File: src/rtl/common_pkg.sv
// Shared constants for the CPU datapath blocks.
// Every bus-facing block takes its word width from here.
package common_pkg;

   localparam int unsigned DATA_WIDTH = 8;

   typedef logic [DATA_WIDTH-1:0] data_word_t;

endpackage : common_pkg

File: src/rtl/onehot_check.sv
// Flags when more than one bit of a request vector is set (popcount > 1).
// Pure combinational; shared by the conflict register and the bus assertion.
module onehot_check #(
   parameter int unsigned WIDTH = 3
) (
   input  logic [WIDTH-1:0] vec_i,
   output logic             multi_o
);

   logic seen_one;
   logic multi;

   // Single pass: a set bit after one was already seen means two or more.
   always_comb begin
      seen_one = 1'b0;
      multi    = 1'b0;
      for (int unsigned k = 0; k < WIDTH; k++) begin
         if (vec_i[k]) begin
            multi    = multi | seen_one;
            seen_one = 1'b1;
         end
      end
   end

   assign multi_o = multi;

endmodule : onehot_check

File: src/rtl/cpu_data_mux.sv
// AND-OR data mux for the CPU data bus with output enable and a sticky
// multi-driver conflict flag.
module cpu_data_mux #(
   parameter int unsigned COUNT                = 3,
   parameter int unsigned DATA_WIDTH           = common_pkg::DATA_WIDTH,
   parameter bit          ENABLE_ONEHOT_ASSERT = 1'b1
) (
   input  logic                                clock_i,
   input  logic                                reset_i,
   input  logic [COUNT-1:0][DATA_WIDTH-1:0]    data_i,
   input  logic [COUNT-1:0]                    oe_i,
   output logic [DATA_WIDTH-1:0]               data_o,
   output logic                                oe_o,
   output logic                                conflict_o
);

   logic multi_hot;
   logic conflict_d;
   logic conflict_q;
   logic [DATA_WIDTH-1:0] mux_data;

   onehot_check #(
      .WIDTH (COUNT)
   ) u_onehot_check (
      .vec_i   (oe_i),
      .multi_o (multi_hot)
   );

   // Overlapping enables OR together rather than being prioritised.
   always_comb begin
      mux_data = '0;
      for (int unsigned k = 0; k < COUNT; k++) begin
         mux_data = mux_data | (data_i[k] & {DATA_WIDTH{oe_i[k]}});
      end
   end

   assign data_o = mux_data;
   assign oe_o   = |oe_i;

   always_comb begin
      conflict_d = conflict_q | multi_hot;
   end

   always_ff @(posedge clock_i) begin
      if (reset_i) begin
         conflict_q <= 1'b0;
      end else begin
         conflict_q <= conflict_d;
      end
   end

   assign conflict_o = conflict_q;

`ifndef SYNTHESIS
   // Deferred check so zero-time glitches on oe_i do not trip it.
   if (ENABLE_ONEHOT_ASSERT) begin : g_onehot_assert
      always_comb begin
         assert final ($isunknown(oe_i) || !multi_hot)
         else $fatal(1, "cpu_data_mux: more than one source enabled, oe_i=%b", oe_i);
      end
   end
`endif

endmodule : cpu_data_mux

File: config.mk
export PLATFORM = sky130hd
export DESIGN_NAME = cpu_data_mux
export DESIGN_NICKNAME = d
export VERILOG_FILES = /design/src/rtl/common_pkg.sv /design/src/rtl/onehot_check.sv /design/src/rtl/cpu_data_mux.sv
export SDC_FILE = /design/constraint.sdc
export NUM_CORES = 1
export LEC_CHECK = 0
export BUFFER_PORTS_ARGS = -buffer_cell sky130_fd_sc_hd__buf_2
export CAP_MARGIN = 20
export CORE_AREA = 2 2 39 41
export CTS_CLUSTER_DIAMETER = 120
export DETAILED_ROUTE_END_ITERATION = 8
export DIE_AREA = 0 0 41 43
export PLACE_DENSITY = 0.57
export SLEW_MARGIN = 30
export SYNTH_ARGS = -nofsm -noshare
export SYNTH_HDL_FRONTEND = slang
export SYNTH_SLANG_ARGS = --single-unit
File: constraint.sdc
create_clock -name clock_i -period 1 [get_ports clock_i]
set_input_delay 0.1 -clock clock_i [delete_from_list [all_inputs] [get_ports clock_i]]
set_output_delay 0.1 -clock clock_i [all_outputs]
set_load 0.05 [all_outputs]
### Word-level counts from Yosys, hierarchy flattened

Index checks and enable logic that the tools add are counted.

* muxes and demuxes: 4
* bitwise logic cells: 7
* reduce and logical (&&, ||, !) cells: 1

Operators by type and width (count)
* AND 8 bit: 3
* bitwise OR 8 bit: 2
* 2-to-1 mux 1 bit: 4
* OR reduction 3 bit: 1
* bitwise OR 1 bit: 2

* register bits after elaboration: 1
* input bits: 29
* logic and storage cells: 13

### Depth between registers and ports, before layout

* depth after elaboration: 5
* mapped depth: 3
* gate-level depth less buffers: 2

### Hierarchy

From an unflattened synthesis, not the netlist that was laid out.

* cells, all modules: 24
* area, all modules: 176.4 µm²

Modules (own cells, without submodules)
* cpu_data_mux: instances 1, cells each 23, area each 165.2 µm²
* onehot_check: instances 1, cells each 1, area each 11.3 µm²

### Worst setup path before layout

OpenSTA, ideal clock, no wires.

* path type: input-to-output
* from: input oe_i[2]
* to: output oe_o
* arrival time: 0.798 ns
* data required time: 0.900 ns
* path slack: 0.102 ns
* stages on the path: 2
* buffers on the path: 1
* cell sequence: buf_6 > or3_1

* cells in the longest elaborated chain, start to end: 1

Ends and longest elaborated chain
* start: declaration: RTL line cpu_data_mux.sv:11 `input logic [COUNT-1:0] oe_i,`
* OR reduction 3 bit: RTL line cpu_data_mux.sv:38 `assign oe_o = |oe_i;`
* end: declaration: RTL line cpu_data_mux.sv:13 `output logic oe_o,`

No other way between the ends.

### Final worst setup path

* from: input oe_i[2]
* to: output data_o[6]

* cells in the longest elaborated chain, start to end: 2

Ends and longest elaborated chain
* AND 8 bit: RTL line cpu_data_mux.sv:33 `mux_data = mux_data | (data_i[k] & {DATA_WIDTH{oe_i[k]}});`
* bitwise OR 8 bit: RTL line cpu_data_mux.sv:33
* end: declaration: RTL line cpu_data_mux.sv:12 `output logic [DATA_WIDTH-1:0] data_o,`

No other way between the ends.

==> impl_metrics.json <==
{
  "outcome": "completed",
  "syn-num-nets": 52,
  "n_antenna_cell": 0,
  "min_path_type": "primary input to flip-flop",
  "tightestPinTransition_ns": 0.2763,
  "max_slew_margin": 0.8158,
  "portBuffers": 38,
  "crit_required_ns": 0.90,
  "hold_viol_final": 0,
  "r2r-end": "conflict_o$_SDFF_PP0_",
  "grt_pass1_vias": 247,
  "r2r-start": "conflict_o$_SDFF_PP0_",
  "final_cells": 74,
  "critical_path_buf_inv_count": 3,
  "via_per_inst": 4.378,
  "fmax_mhz": 1054,
  "drt-initial-drc-count": 22,
  "row_count": 14,
  "crit_slowest_cell": "a222oi_1",
  "fin_crit_sh": 0.9488,
  "largest_reg_flops": 1,
  "grt_max_degree": 11,
  "critPathArrivalTime_ns": 0.85,
  "die-area_um2": 1763,
  "startpoint": "oe_i[2]",
  "drc": 0,
  "finalSetupViolCount": 0,
  "grt_pass1_wl_um": 993,
  "seq_area_frac_synth": 0.1046,
  "wl_per_cell_um": 9.959,
  "ys_ff_latch": 1,
  "initial_core_util": 0.1383,
  "ys_warn_count": 0,
  "path_depth": 4,
  "leakagePower_nw": 0.2343,
  "fillers": 159,
  "drive_above_1_share": 0.6724,
  "synth_cell_types": 7,
  "synth_cells": 23,
  "grt_overflow_total": 0,
  "rrSetupSlack_ns": 0.43,
  "dp.cells": 74,
  "ys_top_cells_by_area": "a222oi_1 42%, buf_6 18%, inv_1 16%",
  "skew_ns": 0,
  "dr.pass1.iters": 6,
  "core_area_um2": 1384,
  "nets": 89,
  "critPathCaptureType": "output pin",
  "finalWeightedCongestion": 0.5946,
  "place_hpwl_um": 618,
  "postCtsHoldBufs": 0,
  "via_count": 324,
  "ioPinCount": 39,
  "wl_um": 737,
  "ant_nets": 0,
  "cp_slowest_stage_delay_ns": 0.31,
  "drv_slew": 0,
  "grtUsageTotal": 0.07293,
  "cpMostUsedCell": "buf_2",
  "crit_chain": "buf_2 -> a222oi_1 -> inv_1 -> buf_2",
  "syn2layout_area_growth_pct": 107.8,
  "path_class": "primary input to output pin",
  "critPathTopFamily": "buffers and inverters",
  "yosysTopAreaCellShare": 0.4183,
  "syn_area_um2": 191.4,
  "worstPathMaxFanout": 10,
  "post_synth.cell_area_avg_um2": 8.323,
  "dieWidth_um": 41,
  "fin_util": 0.2875,
  "grt_antenna_before_repair": 0,
  "synth_largest_area_cell": "a222oi_1",
  "power_density_nw_per_um2": 824.6,
  "startpoint_type": "primary input",
  "setup.worst_path.end": "data_o[6]",
  "period_needed_ns": 0.9488,
  "drv_cap": 0,
  "ff2ff_path_depth": 1,
  "clk_latency_ns": 0,
  "fp.dieH_um": 43,
  "ir_drop_uv": 243.8,
  "clk_pin_slew_ns": 0
}
==> cell usage after synthesis <==
cell      instances
maj3_2            1
dfxtp_1           1
o21ba_1           1
inv_1             8
or3_1             1
buf_6             3
a222oi_1          8
==> layout make-up <==
class	instances	area, µm²	share of cell area
inverters	8	30.03	0.07547
multi-input cells	11	107.6	0.2704
flip-flops and latches	1	20.02	0.05031
well taps	16	20.02	0.05031
repair buffers	38	220.2	0.5535
==> cells in the final DEF, fill, tap and decap left out <==
| master | count |
|---|---|
| o21ba_1 | 1 |
| buf_4 | 2 |
| a222oi_1 | 8 |
| buf_6 | 4 |
| inv_1 | 8 |
| maj3_2 | 1 |
| or3_1 | 1 |
| dfxtp_1 | 1 |
| buf_2 | 32 |
==> worst min path at each step <==
stage,depth (start not counted),slack (ns),start,endpoint
final,2,0.35,reset_i,conflict_o$_SDFF_PP0_
after detailed placement,2,0.35,reset_i,conflict_o$_SDFF_PP0_
after global placement,2,0.35,reset_i,conflict_o$_SDFF_PP0_
after CTS,2,0.35,reset_i,conflict_o$_SDFF_PP0_
after floorplan,1,0.27,reset_i,conflict_o$_SDFF_PP0_
after global routing,2,0.36,reset_i,conflict_o$_SDFF_PP0_
==> metal layers <==
metal | up-vias | wire, µm | GRT usage
met3 | 0 | 115 | 0
met2 | 28 | 338 | 0.1250
li1 | 163 | - | -
met4 | 0 | 0 | 0
met1 | 133 | 282 | 0.1044
met5 | - | 0 | 0
==> kinds of logic after synthesis <==
kind of cell    after synthesis  share of synthesized area
simple gates                  1                    0.03270
fa+ha+maj                     1                    0.05882
buf+inv                      11                     0.3333
flops                         1                     0.1046
compound gates                9                     0.4706
==> power by group <==
part	leakage, nW	switching (mW)	total (mW)	internal [mW]
clock network	0	0	0	0
logic	0.226	0.177	0.283	0.106
registers	0.00839	0.00127	0.0454	0.0441
total	0.234	0.178	0.328	0.150
==> repair_timing <==
item,in CTS,in global routing
buffers inserted,0,0
gates resized for setup,0,16
setup endpoints to repair,0,6
==> through the flow <==
step	TNS (ns)	worst slack [ns]	instance area, µm²	power (mW)	hold slack (ns)
2_1_floorplan	0	0.1015	191.4	0.2305	0.2665
3_3_place_gp	0	0.03324	367.9	0.3068	0.3516
3_5_place_dp	0	0.01380	367.9	0.3085	0.3510
4_1_cts	0	0.01139	367.9	0.3090	0.3514
5_1_grt	-0.0004974	-0.0004974	397.9	0.3464	0.3620
6_report	0	0.05120	397.9	0.3281	0.3470
(Power assumes the default switching activity.)
